<file path="config.mk">
export PLATFORM = sky130hd
export DESIGN_NAME = rate_tick_gen_flat
export DESIGN_NICKNAME = d
export VERILOG_FILES = /design/src/rtl/rate_tick_gen_if.sv /design/src/rtl/rate_tick_gen.sv /design/src/flat_wrapper.sv
export SDC_FILE = /design/constraint.sdc
export NUM_CORES = 1
export LEC_CHECK = 0
export BUFFER_PORTS_ARGS = -buffer_cell sky130_fd_sc_hd__buf_2
export CORE_ASPECT_RATIO = 0.75
export CORE_MARGIN = 10
export CORE_UTILIZATION = 55
export CTS_CLUSTER_SIZE = 24
export DETAILED_ROUTE_END_ITERATION = 10
export HOLD_SLACK_MARGIN = 0.05
export MAX_ROUTING_LAYER = met4
export PLACE_DENSITY = 0.83
export SKIP_CTS_REPAIR_TIMING = 1
export SLEW_MARGIN = 20
export SYNTH_ARGS = -nofsm -noshare
export SYNTH_HDL_FRONTEND = slang
export SYNTH_SLANG_ARGS = --single-unit
export TNS_END_PERCENT = 20
</file>
<file path="constraint.sdc">
create_clock -name Clk -period 4.2 [get_ports Clk]
set_clock_uncertainty 0.05 [all_clocks]
set_input_delay 0.21 -clock Clk [delete_from_list [all_inputs] [get_ports Clk]]
set_output_delay 0.21 -clock Clk [all_outputs]
set_load 0.005 [all_outputs]
</file>
<file path="src/rtl/rate_tick_gen_if.sv">
// rate_tick_gen_if: groups the rate select, pause key, tick and run signals of rate_tick_gen
interface rate_tick_gen_if;
    logic [1:0] Sel;
    logic       Key;
    logic       En;
    logic       Run;
    modport master (output Sel, output Key, input En, input Run);
    modport slave  (input Sel, input Key, output En, output Run);
endinterface

</file>
<file path="src/rtl/rate_tick_gen.sv">
// rate_tick_gen: 1/2/4 Hz tick from Clk with key-toggled pause; ports Clk, R (sync reset), bus.slave {Sel, Key -> En, Run}
module rate_tick_gen #(
    parameter int CLK_HZ = 50000000,
    parameter int CNT_W  = 26
) (
    input logic           Clk,
    input logic           R,
    rate_tick_gen_if.slave bus
);
    logic [CNT_W-1:0] d_q, d_d, tc;
    logic [1:0]       sel_q, sel_d;
    logic [2:0]       k_q, k_d;
    logic             en_q, en_d, run_q, run_d, press, same;
    always_comb begin
        tc    = sel_q == 2'd1 ? CNT_W'(CLK_HZ - 1) :
                sel_q == 2'd2 ? CNT_W'(CLK_HZ / 2 - 1) : CNT_W'(CLK_HZ / 4 - 1);
        // k_q = {k3, k2, k1}; a press is the first synchronised low sample
        k_d   = {k_q[1:0], bus.Key};
        press = k_q[2] & ~k_q[1];
        run_d = run_q ^ press;
        sel_d = bus.Sel;
        same  = bus.Sel == sel_q;
        // a rate change or off restarts the period; pause holds the phase
        d_d   = (!same || bus.Sel == 2'd0) ? '0 :
                !run_q ? d_q : d_q == tc ? '0 : d_q + 1'b1;
        en_d  = same && bus.Sel != 2'd0 && run_q && d_q == tc;
    end
    always_ff @(posedge Clk) begin
        if (R) begin
            d_q   <= '0;
            en_q  <= 1'b0;
            run_q <= 1'b1;
            k_q   <= 3'b111;
            sel_q <= bus.Sel;
        end else begin
            d_q   <= d_d;
            en_q  <= en_d;
            run_q <= run_d;
            k_q   <= k_d;
            sel_q <= sel_d;
        end
    end
    assign bus.En  = en_q;
    assign bus.Run = run_q;
endmodule

</file>
<file path="src/flat_wrapper.sv">
// flat-port wrapper written by rule: the top's interface ports become plain ports
module rate_tick_gen_flat 
#(
    parameter int CLK_HZ = 50000000,
    parameter int CNT_W  = 26
)
  (Clk, R, bus_Sel, bus_Key, bus_En, bus_Run);
  rate_tick_gen_if bus_i ();
  input logic Clk;
  input logic R;
  input wire logic [$bits(bus_i.Sel)-1:0] bus_Sel;
  input wire logic [$bits(bus_i.Key)-1:0] bus_Key;
  output wire logic [$bits(bus_i.En)-1:0] bus_En;
  output wire logic [$bits(bus_i.Run)-1:0] bus_Run;
  assign bus_i.Sel = bus_Sel;
  assign bus_i.Key = bus_Key;
  assign bus_En = bus_i.En;
  assign bus_Run = bus_i.Run;
  rate_tick_gen #(.CLK_HZ(CLK_HZ), .CNT_W(CNT_W)) u_core (.Clk(Clk), .R(R), .bus(bus_i));
endmodule
</file>
### Yosys cells after proc, flatten, opt, wreduce, memory -nomap -nowiden

Cells that the tools add are included.

| storage, ports and cells | value |
|---|---|
| bits of input ports | 5 |
| output and inout bits | 2 |
| logic and storage cells | 24 |
| bits in registers | 33 |

| cells by class | value |
|---|---|
| mux-type cells | 3 |
| reductions and logical operators | 8 |
| eq/ne operators | 4 |
| bitwise logic cells | 3 |
| $add $sub $neg | 1 |

Operators with widths:

| kind | count |
|---|---|
| 26-bit 2-to-1 mux | 2 |
| 26-bit by 1-bit adder with 26-bit output (second input constant) | 1 |
| 26-bit == test | 1 |
| 25-bit 2-to-1 mux | 1 |
| 1-bit logical AND | 3 |
| 2-bit by 1-bit == test with 1-bit output (second input constant) | 1 |
| 2-bit == test | 1 |
| 2-bit == test (second input constant) | 1 |
| 2-bit zero test | 1 |
| 2-bit nonzero test | 1 |
| 2-bit OR reduction | 1 |
| 1-bit AND | 1 |
| 1-bit zero test | 1 |
| 1-bit logical OR | 1 |
| 1-bit inverter | 1 |
| 1-bit bitwise XOR | 1 |

### Depth between registers and ports, before layout

Gate-level depths: netlist of the first run.

| logic depth | value |
|---|---|
| depth in word-level cells | 5 |
| mapped depth | 8 |
| mapped depth without buffers | 7 |

### Least setup slack after synthesis of the first run

No wires, ideal clock.

| path | value |
|---|---|
| path kind | register -> register |
| from | register u_core.sel_q[0] |
| to | register u_core.d_q[0] |
| arrival time | 1.629 ns |
| data required time | 4.035 ns |
| period minus slack after synthesis | 1.794 ns |
| cell stages (with the launch flop) | 9 |
| library setup time | 0.115 ns |
| path slack | 2.406 ns |
| buffers on the path | 1 |
| cell sequence | dfxtp_1 > inv_1 > ha_1 > nor4bb_1 > a31o_2 > nand4_1 > o21bai_2 > buf_4 > nor2_1 |

| between the ends | value |
|---|---|
| cells in the longest elaborated chain, start to end | 5 |
| elaborated cells on any way between the ends | 10 |
| classes of those cells | eq/ne (4); mux (3); reduce/logical (3) |

Ends and longest elaborated chain:

| item | line | RTL |
|---|---|---|
| from (decl) | rate_tick_gen.sv:11 | `logic [1:0] sel_q, sel_d;` |
| from (signal assigned) | rate_tick_gen.sv:34 | `sel_q <= bus.Sel;` |
| from (signal assigned) | rate_tick_gen.sv:40 | `sel_q <= sel_d;` |
| 2-bit == test | rate_tick_gen.sv:16 | `sel_q == 2'd2 ? CNT_W'(CLK_HZ / 2 - 1) : CNT_W'(CLK_HZ / 4 - 1);` |
| 25-bit 2-to-1 mux | rate_tick_gen.sv:16 |  |
| 26-bit 2-to-1 mux | rate_tick_gen.sv:15 | `tc = sel_q == 2'd1 ? CNT_W'(CLK_HZ - 1) :` |
| 26-bit == test | rate_tick_gen.sv:25 | `!run_q ? d_q : d_q == tc ? '0 : d_q + 1'b1;` |
| 26-bit 2-to-1 mux | rate_tick_gen.sv:25 |  |
| to (signal assigned) | rate_tick_gen.sv:30 | `d_q <= '0;` |
| to (signal assigned) | rate_tick_gen.sv:36 | `d_q <= d_d;` |
| to (decl) | rate_tick_gen.sv:10 | `logic [CNT_W-1:0] d_q, d_d, tc;` |

Several ways; a longest one is shown, not always the timed one.
A chain may end at the register's enable or synchronous reset.

### Worst setup path in the final report of the first run

| path | value |
|---|---|
| from | register u_core.sel_q[0] |
| to | register u_core.d_q[21] |

Same word-level chain as after synthesis.

==> flow_metrics.env, run 1 <==
export IMPL_port_buffers=6
export IMPL_run_status="completed"
export IMPL_ys_flop_type="dfxtp_1"
export IMPL_die_height_um=67.1
export IMPL_crit_type="register to register"
export IMPL_fmax_mhz=406
export IMPL_clk_latency_ns=0.29
export IMPL_required_ns=4.29
export IMPL_die_x_um=82.8
export IMPL_grt_max_degree=23
export IMPL_clock_sinks=33
export IMPL_crit_chain="inv_1 > ha_1 > nor4bb_1 > a31o_2 > nand4_1 > o21bai_2 > nor2_1"
export IMPL_swShare=0.217
export IMPL_yosys_area_top_type="dfxtp_1"
export IMPL_startpoint="u_core.sel_q[0]$_DFF_P_"
export IMPL_dieArea_um2=5550
export IMPL_slew_viol_final=0
export IMPL_drt_iter0_drc=63
export IMPL_syn_inst=173
export IMPL_start_util=0.597
export IMPL_r2r_start="u_core.sel_q[0]$_DFF_P_"
export IMPL_root_buffer="clkbuf_8"
export IMPL_seq_power_share=0.527
export IMPL_synth_area_um2=1630
export IMPL_worst_r2r_path_depth=7
export IMPL_tns_ns=0
export IMPL_routed_via_density=5.47
export IMPL_synthTopCellsByCount="33 x dfxtp_1, 32 x nor2_1, 21 x xnor2_1"
export IMPL_core_area_um2=2720
export IMPL_dp_final_hpwl_um=2410
export IMPL_holdCritPathClass="primary input to register"
export IMPL_fin_crit_sh=0.586
export IMPL_power_density_nw_per_um2=341
export IMPL_worstPathArrival_ns=2.56
export IMPL_cts_tree="built"
export IMPL_p_switching_uw=132
export IMPL_ys_seq_area_frac=0.406
export IMPL_post_place_cells=209
export IMPL_stdcell_area_um2=1780
export IMPL_drc=0
export IMPL_syn_nets=181
export IMPL_vias=1197
export IMPL_crit_family="compound AO/OA/AOI/OAI gates"
export IMPL_grt_usage=0.135
export IMPL_yosysUniqueCellTypes=39
export IMPL_tightest_slew_ns=0.883
export IMPL_crit_path_end="u_core.d_q[21]$_SDFFE_PP0P_"
export IMPL_hold_viol_final=0
export IMPL_dr_pass1_iters=4
export IMPL_syn2layout_area_growth_pct=9.31
export IMPL_path_max_fanout=22
export IMPL_cts_made_buffers=5
export IMPL_nNetsFinal=190
export IMPL_cp_slowest_stage_delay_ns=0.74
export IMPL_crit_path_end_kind="register"
export IMPL_crit_path_top_delay_cell="o21bai_2"
export IMPL_layout_min_cycle_time_ns=2.46
export IMPL_cp_start_kind="register"
export IMPL_path_buf_inv=1
export IMPL_peakVddDrop_v=0.000222
export IMPL_rows=16
export IMPL_maxCapViolCount=0
export IMPL_worst_slack_ns=1.74
export IMPL_combPwrFrac=0.033
export IMPL_drive_gt1_frac=0.197
export IMPL_path_clk_slew_ns=0.07
export IMPL_grt_overflow=0
export IMPL_grt_pass1_wl_um=5430
export IMPL_pwr_share_clk=0.439
export IMPL_final_util=0.653
export IMPL_yosys_warnings=0
export IMPL_p_int_uw=474
export IMPL_reg2reg_to="u_core.d_q[21]$_SDFFE_PP0P_"
export IMPL_rsz0062_at_grt="no"
export IMPL_num_antenna_cells=0
export IMPL_place_area_um2=1660
export IMPL_drtAntennaViolNets=0
export IMPL_totalWireLength_um=3260
export IMPL_pre_cts_ws_ns=1.77
export IMPL_grt_pass1_vias=1137
export IMPL_synth_seq_cells=33
export IMPL_synth_area_leaders="dfxtp_1 41%, xnor2_1 11%, nor2_1 7.4%"
export IMPL_hold_depth=2
export IMPL_synth_top_cell_area_share=0.406
export IMPL_routedWlPerCell_um=14.9
export IMPL_async_reset_ff_frac=0
export IMPL_p_leak_nw=0.587
export IMPL_r2r_setup_slack_ns=1.74
export IMPL_antenna_found_initial=0
export IMPL_hold_start="bus_Key"
export IMPL_cts_htree_levels=2
export IMPL_instances_no_fill=219
export IMPL_cts_buffer_depth=2
export IMPL_io_pins=7
export IMPL_syn_area_per_cell_um2=9.39
export IMPL_cp_num_cells=7
export IMPL_synth_edf_count=0
export IMPL_slew_headroom=0.411
export IMPL_synth_most_common_cell="dfxtp_1"
export IMPL_place_congestion=0.864
export IMPL_finalSetupViolations=0
power groups by stage:
stage / clock network (mW) / registers, mW / logic (mW)
4_1_cts: 0.270 / 0.320 / 0.0189
5_1_grt: 0.285 / 0.320 / 0.0223
6_report: 0.266 / 0.320 / 0.0202
2_1_floorplan: 0 / 0.325 / 0.0156
3_5_place_dp: 0 / 0.327 / 0.0184
3_3_place_gp: 0 / 0.326 / 0.0177
final cells by class:
cell class,count,area (um^2)
sequential,33,661
fill,228,946
inverter,7,26.3
timing repair buffer,8,50.0
clock buffer,7,96.3
clock inverter,1,5.00
multi-input combinational,127,893
tap,36,45.0
cells in the final DEF, fill, tap and decap left out, types with 3 or more instances in the layout:
master and instances:
dfxtp_1 33, nor2_1 32, xnor2_1 21, nand2_1 8, nor3_2 8, xor2_1 7
nand3_1 7, clkbuf_8 7, inv_1 6, buf_2 6, nor3_1 4, nand4_1 4
and4_1 3, or2_2 3, ha_1 3
state kept, by name, summed over array words and instances, names as in the netlist:
register	cells
u_core.d_q	26
u_core.k_q	3
u_core.sel_q	2
u_core.bus.En	1
u_core.bus.Run	1
metal layers:
| metal | part of all wire | track usage | vias up |
|---|---|---|---|
| li1 | - | - | 601 |
| met1 | 0.46 | 0.162 | 552 |
| met2 | 0.44 | 0.190 | 36 |
| met3 | 0.069 | 0.0429 | 8 |
| met4 | 0.025 | 0.0854 | 0 |
| met5 | 0 | - | - |
through the flow:
step                power [mW]  hold WS (ns)
finish                   0.606        0.0687
floorplan                0.341         0.188
global placement         0.344         0.289
CTS                      0.608      -0.00745
global route             0.627        0.0566
detailed placement       0.345         0.299
kinds of logic after synthesis:
group	Yosys count	share of synthesized area
compound gates	7	0.0323
xor+xnor	28	0.151
fa+ha+maj	3	0.0231
buf+inv	13	0.0439
flops	33	0.406
mux	1	0.00616
simple gates	88	0.337
worst register-to-register path, delay by kind of cell, from the launching register on:
family	cells	cell delay (ns)
AOI/OAI and AO/OA	2	0.90
and+or+nand+nor	3	0.60
DFF	1	0.39
adders and majority gates	1	0.32
buffers and inverters	1	0.06
worst min-delay path by stage:
stage	end	slack, ns
floorplan	u_core.sel_q[0]$_DFF_P_	0.19
global placement	u_core.sel_q[1]$_DFF_P_	0.29
detailed placement	u_core.sel_q[1]$_DFF_P_	0.30
CTS	u_core.sel_q[1]$_DFF_P_	-0.007
global route	u_core.k_q[0]$_SDFF_PP1_	0.06
finish	u_core.k_q[0]$_SDFF_PP1_	0.07
Power figures use the tool's default switching activity.
==> run 2: changes to the inputs <==
- CORE_UTILIZATION: 55 -> 54
- PLACE_DENSITY: 0.83 -> 0.85
- clock period: 4.2 -> 2.18 ns (I/O delays scaled with it)
==> flow_metrics.env, run 2 (synthesis gave the netlist of run 1 again) <==
export IMPL_run_status="completed"
export IMPL_swShare=0.202
export IMPL_p_switching_uw=224
export IMPL_grt_pass1_vias=1167
export IMPL_drc=0
export IMPL_grt_max_degree=23
export IMPL_place_area_um2=1690
export IMPL_root_buffer="clkbuf_8"
export IMPL_clock_sinks=33
export IMPL_grt_pass1_wl_um=5310
export IMPL_slew_headroom=0.802
export IMPL_finalSetupViolations=0
export IMPL_totalWireLength_um=3030
export IMPL_dieArea_um2=5630
export IMPL_holdCritPathClass="register to register"
export IMPL_final_cell_mix="33 x dfxtp_1, 32 x nor2_1, 21 x xnor2_1"
export IMPL_slew_viol_final=0
export IMPL_rsz0062_at_grt="no"
export IMPL_start_util=0.558
export IMPL_drive_gt1_frac=0.193
export IMPL_power_total_mw=1.11
export IMPL_regMostFlops="u_core.d_q"
export IMPL_crit_chain="inv_1 > ha_1 > nor4bb_1 > a31o_2 > nand4_1 > o21bai_2 > buf_12 > nor2_1"
export IMPL_hold_viol_final=0
export IMPL_die_x_um=83.4
export IMPL_crit_path_end_kind="register"
export IMPL_largest_reg_flops=26
export IMPL_peakVddDrop_v=0.000519
export IMPL_routed_via_density=5.28
export IMPL_crit_type="register to register"
export IMPL_nFillCells=230
export IMPL_power_density_nw_per_um2=610
export IMPL_tns_ns=0
export IMPL_cts_htree_levels=2
export IMPL_drtAntennaViolNets=0
export IMPL_crit_path_top_delay_cell="dfxtp_1"
export IMPL_core_area_um2=2910
export IMPL_rows=17
export IMPL_path_max_fanout=22
export IMPL_cts_made_buffers=5
export IMPL_antenna_found_initial=0
export IMPL_tightest_slew_ns=0.297
export IMPL_grt_usage=0.122
export IMPL_stdcell_area_um2=1820
export IMPL_cts_buffer_depth=2
export IMPL_num_antenna_cells=0
export IMPL_worstPathArrival_ns=2.08
export IMPL_fin_crit_sh=0.898
export IMPL_dp_final_hpwl_um=2200
export IMPL_io_pins=7
export IMPL_routedWlPerCell_um=13.5
export IMPL_p_leak_nw=0.603
export IMPL_syn2layout_area_growth_pct=12.1
export IMPL_layout_commonest_cell="dfxtp_1"
export IMPL_fmax_mhz=511
export IMPL_drt_iter0_drc=76
export IMPL_seq_power_share=0.552
export IMPL_cp_start_kind="register"
export IMPL_dr_pass1_iters=4
export IMPL_place_congestion=0.839
export IMPL_reg_largest_list="u_core.d_q x26, u_core.k_q x3, u_core.sel_q x2"
export IMPL_hold_depth=1
export IMPL_maxCapViolCount=0
export IMPL_vias=1188
export IMPL_p_int_uw=887
export IMPL_layout_min_cycle_time_ns=1.96
export IMPL_cp_slowest_stage_delay_ns=0.39
export IMPL_nNetsFinal=195
export IMPL_combPwrFrac=0.047
export IMPL_pwr_share_clk=0.401
export IMPL_worst_r2r_path_depth=8
export IMPL_die_height_um=67.5
export IMPL_cts_tree="built"
export IMPL_required_ns=2.30
export IMPL_path_clk_slew_ns=0.06
export IMPL_port_buffers=6
export IMPL_clk_latency_ns=0.28
export IMPL_grt_overflow=0
run 2: cell types whose count changed in the layout (fill, tap and decap cells not counted):
cell           change
clkbuf_8           -1
dlygate4sd3_1      +3
buf_12             +1
clkinv_2           -1
buf_4              +1
clkbuf_1           +1
run 2: area by class of cell:
| cell class | instances | area (um^2) | area share |
|---|---|---|---|
| Inverter | 7 | 26.3 | 0.0144 |
| Sequential cell | 33 | 661 | 0.363 |
| Tap cell | 38 | 47.5 | 0.0261 |
| Timing Repair Buffer | 13 | 108 | 0.0591 |
| Clock buffer | 7 | 86.3 | 0.0474 |
| Multi-Input combinational cell | 127 | 893 | 0.490 |
run 2: worst paths after layout:
path | to | startpoint | slack, ns
max | u_core.d_q[12]$_SDFFE_PP0P_ | u_core.sel_q[0]$_DFF_P_ | 0.22
min | u_core.k_q[1]$_SDFF_PP1_ | u_core.k_q[0]$_SDFF_PP1_ | 0.36
max reg2reg | u_core.d_q[12]$_SDFFE_PP0P_ | u_core.sel_q[0]$_DFF_P_ | 0.22
min reg2reg | u_core.k_q[1]$_SDFF_PP1_ | u_core.k_q[0]$_SDFF_PP1_ | 0.36
run 2: critical path: cells and delay by family, from the launching register on:
family | cells | cell delay, ns
AO/OA/AOI/OAI | 2 | 0.36
adder cells (fa/ha/maj) | 1 | 0.33
buffers and inverters | 2 | 0.25
flip-flops | 1 | 0.39
AND/OR/NAND/NOR | 3 | 0.47
run 2: per-layer routing:
metal,global-route usage,up-vias,part of all wire
met5,-,-,0
met4,0.0572,0,0.011
met3,0.0481,5,0.035
met2,0.200,14,0.49
met1,0.128,566,0.46
li1,-,603,-
run 2: power by group through the flow:
stage	logic, mW	registers (mW)	clock network (mW)
finish	0.0518	0.614	0.445
global placement	0.0414	0.626	0
CTS	0.0446	0.614	0.456
detailed placement	0.0436	0.627	0
floorplan	0.0301	0.626	0
global route	0.0570	0.614	0.487
run 2: per-stage QoR:
step / worst slack (ns) / std cells / utilization / hold slack (ns)
floorplan: 0.386 / 173 / - / 0.0867
CTS: 0.215 / 220 / 0.608 / -0.0983
detailed placement: 0.231 / 213 / 0.578 / 0.189
finish: 0.223 / 225 / 0.625 / 0.364
global placement: 0.337 / 213 / 0.578 / 0.187
global route: 0.126 / 225 / 0.625 / 0.376
